<file path="src/rtl/serial_magnitude_compare_pkg.sv">
// rtl/serial_magnitude_compare_pkg.sv - shared codes, FSM state type and cascade normalisation
package serial_cmp_pkg;

  localparam logic [2:0] CMP_GT   = 3'b100;
  localparam logic [2:0] CMP_LT   = 3'b010;
  localparam logic [2:0] CMP_EQ   = 3'b001;
  localparam logic [2:0] CMP_NONE = 3'b000;

  typedef enum logic {
    S_IDLE,
    S_RUN
  } state_t;

  // Only the two strict codes survive; anything else (including 000 and
  // multi-hot patterns) counts as "equal so far".
  function automatic logic [2:0] cmp_norm(input logic [2:0] code);
    case (code)
      CMP_GT:  return CMP_GT;
      CMP_LT:  return CMP_LT;
      default: return CMP_EQ;
    endcase
  endfunction

endpackage

</file>
<file path="src/rtl/serial_magnitude_compare_if.sv">
// rtl/serial_magnitude_compare_if.sv - start/operand/result bundle for the serial comparator
interface serial_magnitude_compare_if #(
  parameter int WIDTH = 16
);

  logic             iStart;
  logic [WIDTH-1:0] iData_a;
  logic [WIDTH-1:0] iData_b;
  logic [2:0]       iData;
  logic             oBusy;
  logic             oDone;
  logic [2:0]       oData;

  // Requester side: issues operands, watches the result.
  modport master (
    output iStart, iData_a, iData_b, iData,
    input  oBusy, oDone, oData
  );

  // Comparator side.
  modport slave (
    input  iStart, iData_a, iData_b, iData,
    output oBusy, oDone, oData
  );

endinterface

</file>
<file path="src/rtl/serial_magnitude_compare_nibble.sv">
// rtl/serial_magnitude_compare_nibble.sv - combinational 4-bit cascade comparator stage
module nibble_cascade_cmp
  import serial_cmp_pkg::*;
(
  input  logic [3:0] i_a,
  input  logic [3:0] i_b,
  input  logic [2:0] i_casc,
  output logic [2:0] o_code
);

  logic [2:0] w_casc;

  assign w_casc = cmp_norm(i_casc);

  // A differing nibble decides on its own; equal nibbles pass the lower result through.
  always_comb begin
    o_code = w_casc;
    if (i_a > i_b) begin
      o_code = CMP_GT;
    end else if (i_a < i_b) begin
      o_code = CMP_LT;
    end
  end

endmodule

</file>
<file path="src/rtl/serial_magnitude_compare.sv">
// rtl/serial_magnitude_compare.sv - nibble-serial unsigned magnitude comparator, LSB nibble first
module serial_magnitude_compare
  import serial_cmp_pkg::*;
#(
  parameter int WIDTH = 16
) (
  input  logic                      iClk,
  input  logic                      iRst_n,
  serial_magnitude_compare_if.slave bus
);

  localparam int NIBBLES = WIDTH / 4;
  localparam int CW      = (NIBBLES > 1) ? $clog2(NIBBLES) : 1;
  localparam logic [CW-1:0] K_LAST = CW'(NIBBLES - 1);

  state_t           r_state;
  state_t           w_state_nxt;
  logic [WIDTH-1:0] r_sa;
  logic [WIDTH-1:0] r_sb;
  logic [2:0]       r_c;
  logic [CW-1:0]    r_k;
  logic             r_busy;
  logic             r_done;
  logic [2:0]       r_data;

  logic             w_load;
  logic             w_step;
  logic             w_last;
  logic [2:0]       w_stage;

  nibble_cascade_cmp u_stage (
    .i_a    (r_sa[3:0]),
    .i_b    (r_sb[3:0]),
    .i_casc (r_c),
    .o_code (w_stage)
  );

  // State register.
  always_ff @(posedge iClk or negedge iRst_n) begin
    if (!iRst_n) begin
      r_state <= S_IDLE;
    end else begin
      r_state <= w_state_nxt;
    end
  end

  // Next state: start only from IDLE, leave RUN after the most significant nibble.
  always_comb begin
    w_state_nxt = r_state;
    case (r_state)
      S_IDLE: if (bus.iStart) w_state_nxt = S_RUN;
      S_RUN:  if (r_k == K_LAST) w_state_nxt = S_IDLE;
      default: w_state_nxt = S_IDLE;
    endcase
  end

  // Datapath strobes decoded from the current state.
  always_comb begin
    w_load = 1'b0;
    w_step = 1'b0;
    w_last = 1'b0;
    case (r_state)
      S_IDLE: w_load = bus.iStart;
      S_RUN: begin
        w_step = 1'b1;
        w_last = (r_k == K_LAST);
      end
      default: ;
    endcase
  end

  // Operand shifters, cascade register, counter and registered outputs.
  always_ff @(posedge iClk or negedge iRst_n) begin
    if (!iRst_n) begin
      r_sa   <= '0;
      r_sb   <= '0;
      r_c    <= CMP_EQ;
      r_k    <= '0;
      r_busy <= 1'b0;
      r_done <= 1'b0;
      r_data <= CMP_NONE;
    end else begin
      r_done <= 1'b0;
      if (w_load) begin
        r_sa   <= bus.iData_a;
        r_sb   <= bus.iData_b;
        r_c    <= cmp_norm(bus.iData);
        r_k    <= '0;
        r_busy <= 1'b1;
      end else if (w_step) begin
        if (w_last) begin
          r_data <= w_stage;
          r_done <= 1'b1;
          r_busy <= 1'b0;
        end else begin
          r_c  <= w_stage;
          r_sa <= r_sa >> 4;
          r_sb <= r_sb >> 4;
          r_k  <= r_k + CW'(1);
        end
      end
    end
  end

  assign bus.oBusy = r_busy;
  assign bus.oDone = r_done;
  assign bus.oData = r_data;

endmodule

</file>
<file path="src/flat_wrapper.sv">
// flat-port wrapper written by rule: the top's interface ports become plain ports
module serial_magnitude_compare_flat import serial_cmp_pkg::*;
#(
  parameter int WIDTH = 16
)
  (iClk, iRst_n, bus_iStart, bus_iData_a, bus_iData_b, bus_iData, bus_oBusy, bus_oDone, bus_oData);
  serial_magnitude_compare_if #(.WIDTH(WIDTH)) bus_i ();
  input  logic iClk;
  input  logic iRst_n;
  input wire logic [$bits(bus_i.iStart)-1:0] bus_iStart;
  input wire logic [$bits(bus_i.iData_a)-1:0] bus_iData_a;
  input wire logic [$bits(bus_i.iData_b)-1:0] bus_iData_b;
  input wire logic [$bits(bus_i.iData)-1:0] bus_iData;
  output wire logic [$bits(bus_i.oBusy)-1:0] bus_oBusy;
  output wire logic [$bits(bus_i.oDone)-1:0] bus_oDone;
  output wire logic [$bits(bus_i.oData)-1:0] bus_oData;
  assign bus_i.iStart = bus_iStart;
  assign bus_i.iData_a = bus_iData_a;
  assign bus_i.iData_b = bus_iData_b;
  assign bus_i.iData = bus_iData;
  assign bus_oBusy = bus_i.oBusy;
  assign bus_oDone = bus_i.oDone;
  assign bus_oData = bus_i.oData;
  serial_magnitude_compare #(.WIDTH(WIDTH)) u_core (.iClk(iClk), .iRst_n(iRst_n), .bus(bus_i));
endmodule
</file>
<file path="config.mk">
export PLATFORM = sky130hd
export DESIGN_NAME = serial_magnitude_compare_flat
export DESIGN_NICKNAME = d
export VERILOG_FILES = /design/src/rtl/serial_magnitude_compare_pkg.sv /design/src/rtl/serial_magnitude_compare_if.sv /design/src/rtl/serial_magnitude_compare_nibble.sv /design/src/rtl/serial_magnitude_compare.sv /design/src/flat_wrapper.sv
export SDC_FILE = /design/constraint.sdc
export NUM_CORES = 1
export LEC_CHECK = 0
export CORE_ASPECT_RATIO = 2
export CORE_MARGIN = 10
export CORE_UTILIZATION = 53
export CTS_BUF_LIST = sky130_fd_sc_hd__clkbuf_16
export CTS_CLUSTER_SIZE = 8
export DETAILED_ROUTE_END_ITERATION = 10
export PLACE_DENSITY_LB_ADDON = 0.12
export SLEW_MARGIN = 20
export SYNTH_ARGS = -nofsm -noshare
export SYNTH_HDL_FRONTEND = slang
export SYNTH_SLANG_ARGS = --single-unit
</file>
<file path="constraint.sdc">
create_clock -name iClk -period 3.47 [get_ports iClk]
set_input_delay 0.694 -clock iClk [delete_from_list [all_inputs] [get_ports iClk]]
set_output_delay 0.694 -clock iClk [all_outputs]
set_load 0.01 [all_outputs]
</file>
==> summary.md, run 1 <==
| Metric | Value |
|---|---|
| Outcome | `complete, no violations` |
| CTS Hold Bufs | `0` |
| Register area | `1077 um^2` |
| Met3 usage | `under 10%` |
| Lkg Pwr | `~1.1 nW` |
| Initial antenna violation count | `0` |
| Required time of the critical path | `3.62 ns` |
| TNS Setup | `0 ns` |
| Met1 Use GR | `between 15 and 20%` |
| Final Hold Viols | `0` |
| Comb power frac | `41.2%` |
| Footprint of the multi-input gates | `~800 um^2` |
| First-pass GRT wire length | `7383 um` |
| Net load switching power | `approximately 800 uW` |
| Startpoint types | `input port` |
| Layout area overhead | `30.10%` |
| Post-synthesis cell type count | `27` |
| Pwr/cell area | `approximately 870 nW/um^2` |
| Final nets | `290` |
| TritonRoute pass-1 iters | `5` |
| Die Span Y | `105.8 um` |
| Synth top area cells | `dfrtp_1, nand2_1, a31oi_1` |
| Vias in the first global route | `around 1700` |
| Worst reg2reg setup slack | `roughly 1.8 ns` |
| WL final | `about 4300 um` |
| Hold WC Path Type | `reg2reg` |
| Worst reg2reg path depth | `4` |
| Seq/Total Area, Yosys | `55.26%` |
| Detailed Place HPWL | `3067 um` |
| Number of I/O port buffers | `42` |
| Synth top cells by count | `nand2_1, dfrtp_1, nor2_1` |
| Clk buf depth | `2` |
| IO Count | `43` |
| Worst VDD drop | `0.5908 mV` |
| Placeable Area | `3568 um^2` |
| Area leader, netlist | `dfrtp_1` |
| Number of synthesized register bits | `43` |
| Clk Latency, worst-skew pair | `approximately 0.28 ns` |
| Routed vias/inst | `between 5 and 6` |
| Fin cells | `297` |
| Reg clk slew, reported paths | `0.06 ns` |
| Routed Antenna Nets | `0` |
| Final non-filler cell area | `around 2500 um^2` |
| Tcrit/Tclk final | `between 50% and 60%` |
| Fin crit period | `roughly 2.1 ns` |
| Initial DRC Count | `40` |
| Tot GR Track Use | `a little over an eighth` |
| Layout cell share with drive strength beyond 1 | `~7.7%` |
| Most frequent cell after synthesis | `nand2_1` |
| Internal power | `about 1.4 mW` |
| Placed inst area | `approximately 2400 um^2` |
| Post-synth ARST share | `100.0%` |
| Cells after Synth | `just over 200` |
| Wirelength per Cell | `between 10 and 15 um` |
| Clk_skew | `0.003784 ns` |
| Relative slew slack | `37.90%` |
| Final setup fails | `0` |
| CTS Buf Count | `5` |
| Worst Setup EP | `u_core.r_c[1]` |
| Fmax | `between 400 and 500 MHz` |
| Worst-Margin Slew | `~0.93 ns` |
| Syn_nets | `250` |
| Fillers | `around 300` |
| Largest net degree at the start of global routing | `44` |
| Switching share of power | `a little under two fifths` |
| Met2 global-route usage | `22.04%` |
| Row cnt | `31` |
| Top-area cell type share of the netlist area | `53.92%` |
| Worst Path Arrival | `roughly 2.2 ns` |
| Main synth FF type | `dfrtp_1` |
| Critical R2R Launch | `u_core.r_sa[3]` |
| Drt drc | `0` |
| Post-synth EDFFs | `0` |
| Clock share of power | `19.7%` |
| Clk root buf | `clkbuf_16` |
| RSZ-0062 raised after global routing | `false` |
| Worst R2R End | `u_core.r_c[1]` |
| Yosys warning total | `0` |
| Via count | `about 1600` |
| Seq pwr share | `between 30% and 40%` |
| Critical path endpoint category | `register` |
| Total grt overflow | `0` |
| Die ar. | `approximately 6700 um^2` |
| Post-cts repair resize count | `0` |
| Tot Pwr | `around 2.2 mW` |
| Mapped Area | `between 1500 and 2000 um^2` |
| Busiest layer in global routing | `met2` |
| Synth Area per Inst | `approximately 9.4 um^2` |
| # diodes | `0` |
| Placed Cells | `289` |
| H-tree Lvls | `2` |
| Critical Path Source | `bus_iStart` |
| Worst Hold Slack | `around 0.47 ns` |
| Final count of pins violating max slew | `0` |
| CTS tree | `built` |
| Starting Density | `54.63%` |
| Worst-path fanout max | `24` |
| Chip Width | `between 60 and 70 um` |
| Hold depth | `2` |
| Placer congestion estimate | `~0.82` |
| Post-CTS setup buffer count | `0` |
| MaxCap Viol Count | `0` |
| Setup CP Type | `in2reg` |
| Clock sink total | `43` |
[worst max-delay path: stages]
cell,delay [ns]
clkdlybuf4s50_1,0.41
nor2b_2,0.15
buf_4,0.21
nor2_4,0.38
inv_1,0.13
o22ai_1,0.18
a31oi_1,0.06
[cell type report]
cell class              instances  share of cell area (%)
clock inverters                 3                  0.4440
multi-input cells             145                   31.43
well taps                      49                   2.417
repair buffers                 45                   17.27
flip-flops and latches         43                   42.48
clock buffers                   5                   4.933
inverters                       7                   1.036
[state kept, by name, indices dropped and copies added (netlist names)]
register / cells
u_core.r_sa: 16
u_core.r_sb: 16
u_core.bus.oData: 3
u_core.r_c: 3
u_core.r_k: 2
u_core.bus.oBusy: 1
u_core.bus.oDone: 1
u_core.r_state: 1
[per-stage QoR]
step,util (%),setup WS (ns)
floorplan,-,1.923
global placement,67.25,1.129
detailed placement,67.25,1.109
CTS,71.07,1.396
global route,71.07,1.314
finish,71.07,1.392
[power groups by stage]
stage,sequential [mW],clock [mW],combinational (mW)
finish,0.859,0.432,0.904
global placement,0.860,0,0.896
CTS,0.860,0.441,0.920
detailed placement,0.867,0,0.912
global route,0.885,0.465,1.03
floorplan,0.843,0,0.670
[cells by family after synthesis]
family	count (synthesis)	synth area share, %
AOI/OAI and AO/OA	52	17.72
xor gates and xnor gates	2	0.8988
buffers and inverters	19	4.108
adders and majority gates	5	3.209
DFF	43	55.26
and+or+nand+nor	86	18.81
[worst min-delay path by stage]
stage | startpoint | end
after floorplan | iRst_n | u_core.bus.oBusy
after global placement | u_core.bus.oBusy | u_core.bus.oBusy
after detailed placement | u_core.r_sb[9] | u_core.r_sb[9]
after CTS | u_core.r_sb[9] | u_core.r_sb[9]
after global routing | u_core.r_sb[9] | u_core.r_sb[9]
final | u_core.r_sb[9] | u_core.r_sb[9]
[metal layers]
layer  vias to the layer above  part of all wire [%]
met5                         -                     0
met4                         0                   3.1
met3                        10                   3.6
met2                        38                    49
met1                       726                    44
li1                        785                     -
[placed cells by master (no fill, tap or decap), types with 2 or more instances in the layout]
cell,instances
nand2_1,56
dfrtp_1,42
clkdlybuf4s50_1,41
nor2_1,20
a31oi_1,15
inv_1,8
a21oi_1,8
o21ai_0,8
a22oi_1,8
a22o_1,7
ha_1,5
clkbuf_16,5
buf_4,3
nor2b_2,2
nand2b_1,2
xnor2_1,2
a31o_2,2
clkinv_1,2
No activity file was read; power rests on OpenSTA's default activity.
==> run 2: changes to the inputs <==
--- a/config.mk
+++ b/config.mk
@@ -7,7 +7,7 @@
 export LEC_CHECK = 0
 export CORE_ASPECT_RATIO = 2
 export CORE_MARGIN = 10
-export CORE_UTILIZATION = 53
+export CORE_UTILIZATION = 50
 export CTS_BUF_LIST = sky130_fd_sc_hd__clkbuf_16
 export CTS_CLUSTER_SIZE = 8
 export DETAILED_ROUTE_END_ITERATION = 10
==> constraint.sdc (replaced) <==
create_clock -name iClk -period 2.1 [get_ports iClk]
set_input_delay 0.42 -clock iClk [delete_from_list [all_inputs] [get_ports iClk]]
set_output_delay 0.42 -clock iClk [all_outputs]
set_load 0.01 [all_outputs]
==> run 2 against run 1 <==
Clock-buffer cell count did not move. Design area rose by 1.3%. Combinational power rose by 73%. Flip-flop and latch count did not move. Utilization fell by 3.5 points. Die area rose by 4.5%. Critical endpoint unchanged. Largest cell class unchanged.
==> summary.md, run 2 (same netlist as run 1, synthesis figures left out) <==
| Metric | Value |
|---|---|
| Outcome | `complete, no violations` |
| Worst reg2reg path depth | `4 (unchanged)` |
| Placed Cells | `295 (+2.1%)` |
| Worst Path Arrival | `1.87 ns (-0.35 ns)` |
| Commonest cells after routing, fill and taps aside | `nand2_1, dfrtp_1, clkdlybuf4s50_1` |
| First-pass GRT wire length | `8217 um (+11%)` |
| Clk Latency, worst-skew pair | `0.28 ns (about the same)` |
| Post-cts repair resize count | `0 (unchanged)` |
| Drt drc | `0 (unchanged)` |
| Routed vias/inst | `5.386 (+2.6%)` |
| Top Registers | `u_core.r_sa (16), u_core.r_sb (16)` |
| Tcrit/Tclk final | `79.27%` |
| Critical path endpoint category | `register` |
| TritonRoute pass-1 iters | `4 (-1)` |
| Internal power | `2.322 mW (+68%)` |
| Total grt overflow | `0 (unchanged)` |
| Clk root buf | `clkbuf_16` |
| Layout cell share with drive strength beyond 1 | `9.127% (+1.5 points)` |
| Tot GR Track Use | `14.43% (+1.2 points)` |
| Detailed Place HPWL | `3447 um (+12%)` |
| Clock share of power | `19.3% (-0.4 points)` |
| TNS Setup | `0 ns (unchanged)` |
| Final Util | `67.53% (-3.5 points)` |
| Net load switching power | `1.378 mW (+70%)` |
| Clk_skew | `0.004130 ns (+0.0003458 ns)` |
| Tot Pwr | `3.700 mW (+69%)` |
| WL final | `4566 um (+7.0%)` |
| Layout area overhead | `31.77%` |
| Final nets | `294 (+1.4%)` |
| Vias in the first global route | `1772 (+4.5%)` |
| # diodes | `0 (unchanged)` |
| Chip Width | `64.15 um (+2.0%)` |
| Worst-Margin Slew | `0.6226 ns (-0.3090 ns)` |
| CTS Hold Bufs | `0 (unchanged)` |
| Initial DRC Count | `44 (+10%)` |
| Worst-path fanout max | `3 (-88%)` |
| Setup CP Type | `reg2reg` |
| Switching share of power | `37.24% (+0.30 points)` |
| Post-CTS setup buffer count | `0 (unchanged)` |
| Final count of pins violating max slew | `0 (unchanged)` |
| Relative slew slack | `58.49% (+21 points)` |
| Pwr/cell area | `1441 nW/um^2 (+66%)` |
| Comb power frac | `42.1% (+0.9 points)` |
| Fin cells | `303 (+2.0%)` |
| Worst reg2reg setup slack | `0.44 ns (-1.38 ns)` |
| Largest net degree at the start of global routing | `32 (-27%)` |
| Lkg Pwr | `1.153 nW (+1.7%)` |
| CTS tree | `built` |
| Clk buf depth | `2 (unchanged)` |
| Starting Density | `51.25% (-3.4 points)` |
| Startpoint types | `register` |
| CTS Buf Count | `5 (unchanged)` |
| Placer congestion estimate | `0.7666 (-6.2%)` |
| Worst VDD drop | `0.9137 mV (+55%)` |
| Via count | `1632 (+4.7%)` |
| Wirelength per Cell | `15.07 um (+4.9%)` |
| Fin crit period | `about 1.7 ns` |
| Final setup fails | `0 (unchanged)` |
| H-tree Lvls | `2 (unchanged)` |
| IO Count | `43 (unchanged)` |
| Number of I/O port buffers | `42 (unchanged)` |
| Most common cell after layout, fill and taps aside | `nand2_1` |
| Placeable Area | `3804 um^2 (+6.6%)` |
| Required time of the critical path | `2.30 ns (-1.32 ns)` |
| RSZ-0062 raised after global routing | `false` |
| Die ar. | `6947 um^2 (+4.5%)` |
| Die Span Y | `108.3 um (+2.4%)` |
| Final Hold Viols | `0 (unchanged)` |
| Seq pwr share | `38.6% (-0.5 points)` |
| Clock sink total | `43 (unchanged)` |
| Initial antenna violation count | `0 (unchanged)` |
| Routed Antenna Nets | `0 (unchanged)` |
| Reg clk slew, reported paths | `0.06 ns (about the same)` |
| Fmax | `around 600 MHz` |
| Row cnt | `32 (+3.2%)` |
| Hold WC Path Type | `in2async` |
| MaxCap Viol Count | `0 (unchanged)` |
run 2: power by group through the flow:
stage / registers (mW) / logic, mW / clock network [mW]
after global placement: 1.43 / 1.53 / 0
after CTS: 1.43 / 1.58 / 0.736
after global routing: 1.48 / 1.79 / 0.765
after floorplan: 1.39 / 1.11 / 0
after detailed placement: 1.44 / 1.57 / 0
final: 1.43 / 1.56 / 0.713
run 2: worst paths after layout:
path                                       from                   to
worst max-delay path             u_core.r_sa[3]        u_core.r_c[1]
worst min-delay path                     iRst_n  u_core.bus.oData[1]
worst max register to register   u_core.r_sa[3]        u_core.r_c[1]
worst min register to register  u_core.r_sb[10]      u_core.r_sb[10]
max in group asynchronous                iRst_n  u_core.bus.oData[0]
min in group iClk               u_core.r_sb[10]      u_core.r_sb[10]
run 2: worst max-delay path, cell delays in order (launching register included):
cell and delay [ns]:
dfrtp_1 0.40, ha_1 0.34, nand4_2 0.14, or4b_4 0.55
a31oi_1 0.17
run 2: final cells by class:
class / count / area, um^2
flip-flops and latches: 43 / 1077
repair buffers: 49 / 467.9
multi-input cells: 145 / 797.0
fillers: 325 / 1235
inverters: 7 / 26.28
clock inverters: 3 / 11.26
clock buffers: 5 / 125.1
well taps: 51 / 63.81
run 2: through the flow:
stage	hold slack (ns)	setup slack (ns)	instance area (um^2)
after global routing	0.2048	0.3553	2569
after global placement	0.4577	0.3834	2432
after floorplan	0.1244	0.5617	1949
after CTS	0.1675	0.4218	2569
after detailed placement	0.4627	0.3640	2432
final	0.1538	0.4353	2569
run 2: routing by layer:
metal | track usage, % | share of wire (%) | up-vias
met2 | 25.54 | 54 | 44
met4 | 6.000 | 2.3 | 0
met3 | 3.627 | 3.7 | 10
met1 | 15.92 | 40 | 784
met5 | 0 | 0 | -
li1 | - | - | 794
